--- src/rtl/snoop_bus_arbiter.sv ---
// snoop_bus_arbiter: round-robin arbiter and phase sequencer for a shared
// invalidate-based snoop bus. Grants one transaction at a time (read miss,
// write miss, write back), broadcasts it to all snoopers, runs an optional
// owner-flush phase and a memory phase, then pulses done to the requester.
//
// Ports:
//   clk          rising-edge clock
//   rst          asynchronous active-low reset
//   req          per-controller request, held until done
//   req_type     per-controller type, slice i = [2i+1:2i] (01 RM, 10 WM, 11 WB)
//   req_addr     per-controller line address, slice i = [i*ADDR_W +: ADDR_W]
//   snoop_hit_wb per-snooper "holds line exclusive" response
//   gnt          one-hot grant for the whole transaction
//   snoop_valid  one-cycle broadcast strobe
//   snoop_type   broadcast transaction type
//   snoop_addr   broadcast line address
//   snoop_src    index of the granted requester
//   flush_gnt    one-hot flush grant to the selected owner
//   done         one-cycle completion pulse to the granted requester
//   busy         high from broadcast through completion
module snoop_bus_arbiter #(
  parameter int NREQ       = 4,
  parameter int SRC_W      = 2,
  parameter int ADDR_W     = 8,
  parameter int MEM_CYCLES = 3,
  parameter int WB_CYCLES  = 2
) (
  input  logic                   clk,
  input  logic                   rst,
  input  logic [NREQ-1:0]        req,
  input  logic [2*NREQ-1:0]      req_type,
  input  logic [NREQ*ADDR_W-1:0] req_addr,
  input  logic [NREQ-1:0]        snoop_hit_wb,
  output logic [NREQ-1:0]        gnt,
  output logic                   snoop_valid,
  output logic [1:0]             snoop_type,
  output logic [ADDR_W-1:0]      snoop_addr,
  output logic [SRC_W-1:0]       snoop_src,
  output logic [NREQ-1:0]        flush_gnt,
  output logic [NREQ-1:0]        done,
  output logic                   busy
);

  localparam int CNT_MAX = (MEM_CYCLES > WB_CYCLES) ? MEM_CYCLES : WB_CYCLES;
  localparam int CNT_W   = $clog2(CNT_MAX + 1);

  typedef enum logic [2:0] {
    S_IDLE, S_BCAST, S_SNOOPRESP, S_FLUSH, S_MEM, S_DONE
  } state_t;

  state_t            state, state_d;
  logic [SRC_W-1:0]  ptr, ptr_d;
  logic [CNT_W-1:0]  cnt, cnt_d;

  logic [NREQ-1:0]   gnt_d, flush_d, done_d, hits, elig;
  logic              valid_d, busy_d, found;
  logic [1:0]        type_d;
  logic [ADDR_W-1:0] addr_d;
  logic [SRC_W-1:0]  src_d, win, cand;

  // Eligibility and round-robin pick starting from ptr.
  always_comb begin
    elig  = '0;
    found = 1'b0;
    win   = '0;
    cand  = '0;
    for (int unsigned i = 0; i < NREQ; i++) begin
      elig[i] = req[i] && (req_type[2*i +: 2] != 2'b00);
    end
    for (int unsigned i = 0; i < NREQ; i++) begin
      cand = SRC_W'((32'(ptr) + i) % NREQ);
      if (!found && elig[cand]) begin
        found = 1'b1;
        win   = cand;
      end
    end
  end

  always_comb begin
    state_d = state;
    ptr_d   = ptr;
    cnt_d   = cnt;
    gnt_d   = gnt;
    valid_d = 1'b0;
    type_d  = snoop_type;
    addr_d  = snoop_addr;
    src_d   = snoop_src;
    flush_d = flush_gnt;
    done_d  = '0;
    busy_d  = busy;
    hits    = snoop_hit_wb & ~gnt;
    case (state)
      S_IDLE: begin
        if (found) begin
          gnt_d      = '0;
          gnt_d[win] = 1'b1;
          type_d     = req_type[2*win +: 2];
          addr_d     = req_addr[win*ADDR_W +: ADDR_W];
          src_d      = win;
          valid_d    = 1'b1;
          busy_d     = 1'b1;
          state_d    = S_BCAST;
        end
      end
      S_BCAST: begin
        // A write back is itself the data transfer: skip snoop collection.
        if (snoop_type == 2'b11) begin
          cnt_d   = CNT_W'(WB_CYCLES);
          state_d = S_MEM;
        end else begin
          state_d = S_SNOOPRESP;
        end
      end
      S_SNOOPRESP: begin
        if (hits != '0) begin
          flush_d = hits & (~hits + NREQ'(1));
          cnt_d   = CNT_W'(WB_CYCLES);
          state_d = S_FLUSH;
        end else begin
          cnt_d   = CNT_W'(MEM_CYCLES);
          state_d = S_MEM;
        end
      end
      S_FLUSH: begin
        cnt_d = cnt - CNT_W'(1);
        if (cnt == CNT_W'(1)) begin
          flush_d = '0;
          cnt_d   = CNT_W'(MEM_CYCLES);
          state_d = S_MEM;
        end
      end
      S_MEM: begin
        cnt_d = cnt - CNT_W'(1);
        if (cnt == CNT_W'(1)) begin
          // gnt is the one-hot of the winner, so it doubles as the done mask.
          done_d  = gnt;
          state_d = S_DONE;
        end
      end
      S_DONE: begin
        gnt_d   = '0;
        busy_d  = 1'b0;
        ptr_d   = SRC_W'((32'(snoop_src) + 1) % NREQ);
        state_d = S_IDLE;
      end
      default: state_d = S_IDLE;
    endcase
  end

  always_ff @(posedge clk or negedge rst) begin
    if (!rst) begin
      state       <= S_IDLE;
      ptr         <= '0;
      cnt         <= '0;
      gnt         <= '0;
      snoop_valid <= 1'b0;
      snoop_type  <= '0;
      snoop_addr  <= '0;
      snoop_src   <= '0;
      flush_gnt   <= '0;
      done        <= '0;
      busy        <= 1'b0;
    end else begin
      state       <= state_d;
      ptr         <= ptr_d;
      cnt         <= cnt_d;
      gnt         <= gnt_d;
      snoop_valid <= valid_d;
      snoop_type  <= type_d;
      snoop_addr  <= addr_d;
      snoop_src   <= src_d;
      flush_gnt   <= flush_d;
      done        <= done_d;
      busy        <= busy_d;
    end
  end

endmodule

--- config.mk ---
export PLATFORM = sky130hd
export DESIGN_NAME = snoop_bus_arbiter
export DESIGN_NICKNAME = d
export VERILOG_FILES = /design/src/rtl/snoop_bus_arbiter.sv
export SDC_FILE = /design/constraint.sdc
export NUM_CORES = 1
export LEC_CHECK = 0
export CAP_MARGIN = 20
export CORE_MARGIN = 5
export CORE_UTILIZATION = 48
export DETAILED_ROUTE_END_ITERATION = 16
export PLACE_DENSITY = 0.94
export SLEW_MARGIN = 20
export SYNTH_ARGS = -nofsm -noshare
export SYNTH_HDL_FRONTEND = slang
export SYNTH_SLANG_ARGS = --single-unit
--- constraint.sdc ---
create_clock -name clk -period 5 [get_ports clk]
set_input_delay 0.5 -clock clk [delete_from_list [all_inputs] [get_ports clk]]
set_output_delay 0.5 -clock clk [all_outputs]
set_load 0.01 [all_outputs]
==> results of run 1 <==
-- flip-flops by register name (all words and copies together), names as in the netlist --
name         count
ptr              2
state            3
gnt              4
snoop_valid      1
flush_gnt        4
snoop_type       2
done             4
snoop_src        2
busy             1
snoop_addr       8
cnt              2
-- synthesized netlist by cell type (4+ instances only) --
cell type	n	area, sq um
a31oi_1	5	31.3
clkbuf_1	4	15.0
nand4_1	7	43.8
o21ai_0	17	85.1
mux2i_1	5	50.1
o31ai_1	6	45.0
a21oi_1	19	95.1
nor2b_1	6	37.5
nand2_1	14	52.6
dfrtp_1	33	826
a21bo_2	5	50.1
nand3_1	9	45.0
nor3_1	4	20.0
and3_1	5	31.3
o21a_1	4	30.0
inv_1	8	30.0
nor2_1	16	60.1
-- metal layers --
metal,routed length [um],share of wire [%],vias up
li1,-,-,1000
met1,2490,40,1007
met2,2910,47,125
met3,594,9.6,19
met4,222,3.6,0
met5,0,0,-
-- cell type report --
| type | instances | area share, % |
|---|---|---|
| clock inverters | 2 | 0.336 |
| inverters | 8 | 1.01 |
| clock buffers | 6 | 2.44 |
| repair buffers | 77 | 25.7 |
| well taps | 52 | 2.19 |
| multi-input cells | 174 | 40.6 |
| flip-flops and latches | 33 | 27.7 |
-- power groups by stage --
| stage | sequential [mW] | clock [mW] | combinational (mW) |
|---|---|---|---|
| 2_1_floorplan | 0.485 | 0 | 0.478 |
| 3_3_place_gp | 0.491 | 0 | 0.779 |
| 3_5_place_dp | 0.495 | 0 | 0.800 |
| 4_1_cts | 0.493 | 0.196 | 0.804 |
| 5_1_grt | 0.510 | 0.210 | 0.882 |
| 6_report | 0.493 | 0.197 | 0.806 |
-- final timing paths --
path,depth (start not counted),endpoint,startpoint
max,7,snoop_addr[7],req_type[5]
min,2,busy,busy
max reg2reg,6,snoop_addr[1],state[1]
min reg2reg,2,busy,busy
max in group asynchronous,2,snoop_src[1],rst
min in group asynchronous,2,state[1],rst
-- cell families (layout without fill, tap and decap cells) --
| logic type | after synthesis | count (layout) | share of synthesized area, % |
|---|---|---|---|
| multiplexers | 7 | 7 | 3.65 |
| AND/OR/NAND/NOR | 74 | 74 | 19.3 |
| buffers and inverters | 16 | 93 | 3.35 |
| XOR/XNOR | 1 | 1 | 0.419 |
| adder cells (fa/ha/maj) | 3 | 3 | 1.79 |
| flip-flops | 33 | 33 | 39.5 |
| AO/OA/AOI/OAI | 89 | 89 | 32.0 |
-- worst max-delay path, cell delays in order --
cell	delay (ps)
clkdlybuf4s50_1	480
o21a_1	290
o41ai_4	680
buf_4	290
inv_1	200
nand2b_1	190
o211ai_1	120
-- through the flow --
step / cells / utilization (%) / worst slack, ps / power (mW)
detailed placement: 344 / 67.4 / 2110 / 1.30
finish: 352 / 69.3 / 2410 / 1.50
CTS: 352 / 69.3 / 2430 / 1.49
floorplan: 223 / - / 2990 / 0.963
global route: 352 / 69.3 / 2280 / 1.60
global placement: 344 / 67.4 / 2200 / 1.27
==> impl_metrics.yaml, run 1 <==
die:
  die_y_um: 76.0
  fp-row-count: 24
  ioPinCount: 76
  fp.dieW_um: 76.0
  die_area_sq_mm: 0.00578
  start_util_pct: 48.7
  core_sq_mm: 0.00429
cells_and_area:
  seq_area_sq_um: 826
  fin_area_sq_mm: 0.00298
  final_cell_mix: "clkdlybuf4s50_1, dfrtp_1, a21oi_1, o21ai_0, nor2_1"
  multi_input_area_sq_mm: 0.00121
  mostFrequentLayoutCell: "clkdlybuf4s50_1"
  layout.nets: 352
  syn2layout_area_growth_pct: 42.3
  drive_above_1_share_pct: 11.0
  fillers: 340
  n_antenna_cell: 0
sta:
  fin_worst_skew_ps: 6.60
  max_freq_ghz: 0.386
  slew_violations: 0
  finalCritPeriodShare_pct: 51.7
  hold_viol_final: 0
  rsz0062_at_grt: "false"
  slew-limit-headroom_pct: 50.8
  finalSetupViolCount: 0
  tightest_slew_ps: 732
  fin_tns_setup_ps: 0
  hold-worst-slack_ps: 477
  finalCriticalPeriod_ps: 2590
clocking:
  path_clk_slew_ps: 60
  cts_buffer_depth: 2
  postCtsSetupBuffers: 0
  numCtsBuffers: 5
  h-tree-depth: 2
  clock-sinks: 33
  cts_root_buf: "clkbuf_8"
  insertion_delay_ps: 290
  ctsResizeCount: 0
  tritoncts: "done"
  postCtsHoldBufs: 0
drt:
  num_vias: 2151
  final_antenna_net_count: 0
  dr.pass1.iters: 5
  wirelength_um: 6210
  routedWlPerCell_um: 17.6
  viasPerCell: 6.11
  dr.first_iter.drc_count: 116
  drc: 0
logic_synthesis:
  syn_nets: 276
  synth_warnings: 0
  synth_cell_types: 52
  synthFlopType: "dfrtp_1"
  netlist_area_sq_mm: 0.00209
  synthCells: 223
  avgSynthCellArea_sq_um: 9.38
  yosys_register_bits: 33
  synth-async-reset-ratio_pct: 100
  synth_edf_count: 0
  yosysSeqAreaShare_pct: 39.5
place:
  io_buffer_count: 75
  gp_congestion: 0.992
  dp_hpwl_um: 4820
  placed_cell_area_sq_mm: 0.00289
power:
  p_switching_mw: 0.631
  clkPwrFrac_pct: 13.1
  internal_power_mw: 0.864
  p_per_area_mw_per_mm2: 502
  p_seq_share_pct: 33.0
  peakVddDrop_mv: 0.255
  comb_power_share_pct: 53.9
  p_leak_nw: 1.23
  p_sw_share_pct: 42.2
global_routing:
  grt_max_degree: 34
  grt_pass1_wl_um: 10500
  overflow: 0
  track_usage_pct: 22.0
  antenna_found_initial: 0
  grt-busiest-layer: "met2"
  met1_usage_pct: 27.7
  use_met3_pct: 6.15
  use_met2_pct: 35.2
  grt_pass1_vias: 2182
hold_path:
  hold_path_class: "reg2reg"
setup_path:
  arrival_ps: 2740
  worst_ep_required_time_ps: 5160
  critPathMaxFanout: 12
  r2r_slack_ps: 2660
  endpoint_kind: "flop"
  worstSetupStartpointType: "input pin"
  worst-setup-path-type: "in2reg"
flow_run:
  cap_violations: 0
outcome:
  status: "completed"
Note: power is estimated with default switching activity, not from simulation.
==> run 2, diff against run 1 <==
--- a/config.mk
+++ b/config.mk
@@ -7,9 +7,9 @@
 export LEC_CHECK = 0
 export CAP_MARGIN = 20
 export CORE_MARGIN = 5
-export CORE_UTILIZATION = 48
+export CORE_UTILIZATION = 45
 export DETAILED_ROUTE_END_ITERATION = 16
-export PLACE_DENSITY = 0.94
+export PLACE_DENSITY = 0.9
 export SLEW_MARGIN = 20
 export SYNTH_ARGS = -nofsm -noshare
 export SYNTH_HDL_FRONTEND = slang
==> constraint.sdc (replaced) <==
create_clock -name clk -period 2.6 [get_ports clk]
set_input_delay 0.26 -clock clk [delete_from_list [all_inputs] [get_ports clk]]
set_output_delay 0.26 -clock clk [all_outputs]
set_load 0.01 [all_outputs]
==> run 2 against run 1 <==
  * Via count shrank 0.56%
  * Setup slack lost 2000 ps
  * Register-to-register slack lost 2200 ps
  * Sequential power grew 92%
  * Total power grew 93%
  * Design area grew 0.63%
  * Non-clock buffer count grew 2
  * Hold slack lost 100 ps
  * Critical path type unchanged
  * Highest routed layer unchanged
==> impl_metrics.yaml, run 2 (synthesized netlist as in run 1, its figures left out) <==
global_routing:
  grt_pass1_wl_um: 10000
  antenna_found_initial: 0
  overflow: 0
  grt_max_degree: 34
  grt_pass1_vias: 2210
  track_usage_pct: 20.3
drt:
  wirelength_um: 6090
  viasPerCell: 6.04
  routedWlPerCell_um: 17.2
  drc: 0
  dr.first_iter.drc_count: 106
  dr.pass1.iters: 4
  final_antenna_net_count: 0
  num_vias: 2139
clocking:
  h-tree-depth: 2
  insertion_delay_ps: 280
  tritoncts: "done"
  clock-sinks: 33
  cts_root_buf: "clkbuf_8"
  postCtsHoldBufs: 0
  cts_buffer_depth: 2
  postCtsSetupBuffers: 0
  numCtsBuffers: 5
  ctsResizeCount: 0
  path_clk_slew_ps: 70
cells_and_area:
  drive_above_1_share_pct: 11.9
  top_register: "snoop_addr"
  mostFrequentLayoutCell: "clkdlybuf4s50_1"
  syn2layout_area_growth_pct: 43.2
  largest_reg_flops: 8
  layout.nets: 354
  n_antenna_cell: 0
  final_cell_mix: "clkdlybuf4s50_1, dfrtp_1, a21oi_1, o21ai_0, nor2_1"
place:
  dp_hpwl_um: 4670
  io_buffer_count: 75
  gp_congestion: 0.895
sta:
  finalCriticalPeriod_ps: 2170
  fin_tns_setup_ps: 0
  slew_violations: 0
  slew-limit-headroom_pct: 56.6
  rsz0062_at_grt: "false"
  finalCritPeriodShare_pct: 83.6
  hold_viol_final: 0
  fin_worst_skew_ps: 5.11
  finalSetupViolCount: 0
  tightest_slew_ps: 644
  max_freq_ghz: 0.460
setup_path:
  worstSetupStartpointType: "input pin"
  crit_chain: "clkdlybuf4s50_1, o21a_1, o32ai_4, nor3_2, mux2_4, a221o_1"
  critPathMaxFanout: 10
  r2r_cells: 5
  r2r-start: "ptr[1]"
  r2r_slack_ps: 440
  arrival_ps: 2340
  crit_slowest_cell: "clkdlybuf4s50_1"
  worst-setup-path-type: "in2reg"
  critPathLaunch: "req_type[6]"
  crit_end: "snoop_type[0]"
  r2r_end: "snoop_type[1]"
  worst_ep_required_time_ps: 2770
  endpoint_kind: "flop"
  max_stage_delay_ps: 500
hold_path:
  hold_path_class: "in2async"
die:
  ioPinCount: 76
  fp.dieW_um: 78.2
  die_area_sq_mm: 0.00611
  fp-row-count: 24
  start_util_pct: 47.1
  die_y_um: 78.2
  core_sq_mm: 0.00444
power:
  total_power_mw: 2.88
  p_leak_nw: 1.24
  peakVddDrop_mv: 0.682
  p_per_area_mw_per_mm2: 961
outcome:
  status: "completed"
flow_run:
  cap_violations: 0
==> run 2: through the flow <==
step                utilization (%)  instances  hold WS [ps]  setup WS (ps)  area (sq um)
global route                   67.4        354           422            249          3000
finish                         67.4        354           374            426          3000
global placement               65.5        346           464            225          2910
detailed placement             65.5        346           479            146          2910
floorplan                         -        223         -35.6            810          2090
CTS                            67.4        354           396            448          3000
==> run 2: layout make-up <==
cell class | count | area [sq um]
Fill cell | 361 | 1450
Clock inverter | 3 | 17.5
Inverter | 8 | 30.0
Tap cell | 52 | 65.1
Sequential cell | 33 | 826
Clock buffer | 5 | 68.8
Timing Repair Buffer | 79 | 781
Multi-Input combinational cell | 174 | 1210
==> run 2: worst max-delay path, delay by kind of cell <==
| kind | cells | cell delay [ps] |
|---|---|---|
| multiplexers | 1 | 330 |
| AND/OR/NAND/NOR | 1 | 320 |
| AO/OA/AOI/OAI | 3 | 930 |
| buffers and inverters | 1 | 500 |
==> run 2: power by group <==
group / switching (mW) / internal [mW] / total [mW]
clock: 0.187 / 0.184 / 0.371
combinational: 0.799 / 0.765 / 1.56
sequential: 0.223 / 0.721 / 0.945
total: 1.21 / 1.67 / 2.88
==> run 2: metal layers <==
layer	share of wire, %	vias up	track usage, %
li1	-	1007	-
met1	42	1019	24.8
met2	48	102	33.6
met3	8.8	11	6.64
met4	1.7	0	7.34
met5	0	-	0
==> run 2: worst min path at each step <==
stage / from / to / slack [ps] / depth (start not counted)
4_1_cts: rst / gnt[1] / 400 / 2
6_report: rst / state[1] / 370 / 2
3_5_place_dp: busy / busy / 480 / 2
2_1_floorplan: rst / busy / -40 / 0
3_3_place_gp: busy / busy / 460 / 2
5_1_grt: rst / state[1] / 420 / 2
==> run 3, diff against run 2 <==
==> constraint.sdc (replaced) <==
create_clock -name clk -period 2.22 [get_ports clk]
set_input_delay 0.222 -clock clk [delete_from_list [all_inputs] [get_ports clk]]
set_output_delay 0.222 -clock clk [all_outputs]
set_load 0.01 [all_outputs]
==> run 3 against run 2 <==
  * Die area unchanged
  * Register-to-register slack got worse by 140 ps
  * Sequential share of layout area shrank 1.4 points
  * Setup slack got worse by 180 ps
  * Sequential power rose by 17%
  * Non-clock buffer count is 18 higher
  * Critical endpoint unchanged
==> impl_metrics.yaml, run 3 (synthesized netlist as in run 1, its figures left out) <==
global_routing:
  grt_pass1_vias: 2348
  antenna_found_initial: 0
  grt_pass1_wl_um: 11300
  grt_max_degree: 34
  overflow: 0
  track_usage_pct: 23.2
sta:
  slew_violations: 0
  max_freq_ghz: 0.507
  finalCritPeriodShare_pct: 88.9
  rsz0062_at_grt: "false"
  slew-limit-headroom_pct: 67.6
  hold-worst-slack_ps: 340
  hold_viol_final: 0
  finalCriticalPeriod_ps: 1970
  finalSetupViolCount: 0
  fin_worst_skew_ps: 7.20
  tightest_slew_ps: 486
die:
  die_area_sq_mm: 0.00611
  start_util_pct: 47.1
  fp.dieW_um: 78.2
  fp-row-count: 24
  ioPinCount: 76
  core_sq_mm: 0.00444
  die_y_um: 78.2
place:
  dp_hpwl_um: 5250
  placed_cell_area_sq_mm: 0.00306
  io_buffer_count: 75
  placed_cells: 364
  gp_congestion: 0.897
cells_and_area:
  layout.nets: 372
  n_antenna_cell: 0
  largest_reg_flops: 8
  drive_above_1_share_pct: 16.9
  fin_area_sq_mm: 0.00316
  final_cell_mix: "clkdlybuf4s50_1, dfrtp_1, buf_4, a21oi_1, o21ai_0"
  fin_util_pct: 71.1
  finalNonFillerCells: 372
  top_register: "snoop_addr"
  syn2layout_area_growth_pct: 51.0
  mostFrequentLayoutCell: "clkdlybuf4s50_1"
  fillers: 341
setup_path:
  crit_chain: "clkdlybuf4s50_1, o21a_1, o32ai_4, nor3_2, mux2_4, a221o_1"
  arrival_ps: 2150
  worst_ep_required_time_ps: 2390
  r2r_cells: 6
  critPathMaxFanout: 6
  worstSetupStartpointType: "input pin"
  max_stage_delay_ps: 500
  crit_slowest_cell: "clkdlybuf4s50_1"
  worst-setup-path-type: "in2reg"
  endpoint_kind: "flop"
drt:
  num_vias: 2210
  dr.first_iter.drc_count: 125
  wirelength_um: 6730
  drc: 0
  dr.pass1.iters: 4
  viasPerCell: 5.94
  routedWlPerCell_um: 18.1
  final_antenna_net_count: 0
flow_run:
  cap_violations: 0
clocking:
  postCtsSetupBuffers: 0
  clock-sinks: 33
  cts_buffer_depth: 2
  cts_root_buf: "clkbuf_8"
  tritoncts: "done"
  insertion_delay_ps: 290
  path_clk_slew_ps: 70
  postCtsHoldBufs: 0
  ctsResizeCount: 0
  h-tree-depth: 2
  numCtsBuffers: 5
power:
  p_leak_nw: 1.34
  p_per_area_mw_per_mm2: 1150
  peakVddDrop_mv: 0.684
hold_path:
  hold_path_class: "in2async"
outcome:
  status: "completed"
## run 3: cell types whose count changed in the layout (fill, tap and decap cells not counted), sizes merged
cell | before | now
buf | 4 | 22
clkbuf | 5 | 7
clkinv | 2 | 1
clkinvlp | 1 | 0
## run 3: power breakdown
group          internal, mW  switching, mW
Combinational          1.02          0.995
Sequential            0.845          0.268
Clock                 0.280          0.223
## run 3: final timing paths
check	start	slack, ps	end
min in group clk	flush_gnt[0]	490	flush_gnt[0]
max in group asynchronous	rst	1570	snoop_addr[0]
worst max register to register	ptr[1]	300	snoop_type[0]
worst min-delay path	rst	340	gnt[3]
worst max-delay path	req[3]	250	snoop_type[0]
worst min register to register	flush_gnt[0]	490	flush_gnt[0]
## run 3: layer usage
layer	up-vias	global-route usage, %	part of all wire [%]
met4	0	8.74	2.4
met2	115	40.9	49
met3	14	7.44	10
met1	1036	26.3	38
li1	1045	-	-
met5	-	0	0
## run 3: worst max-delay path: cells and delay by family
kind | cells | cell delay, ps
AOI/OAI and AO/OA | 3 | 860
buffers and inverters | 1 | 500
muxes | 1 | 320
and+or+nand+nor | 1 | 240
## run 3: stage by stage
step,setup slack [ps],power (mW),TNS [ps]
2_1_floorplan,430,2.17,0
3_3_place_gp,22.1,3.02,0
3_5_place_dp,-50.4,3.11,-67.6
4_1_cts,250,3.63,0
5_1_grt,152,3.89,0
6_report,247,3.63,0
## run 3: final cells by class
cell class,instances,area (sq um),area share (%)
clock buffer,7,96.3,3.05
multi-input combinational,174,1210,38.2
inverter,8,30.0,0.951
clock inverter,1,5.00,0.158
tap,52,65.1,2.06
timing repair buffer,97,928,29.4
sequential,33,826,26.1
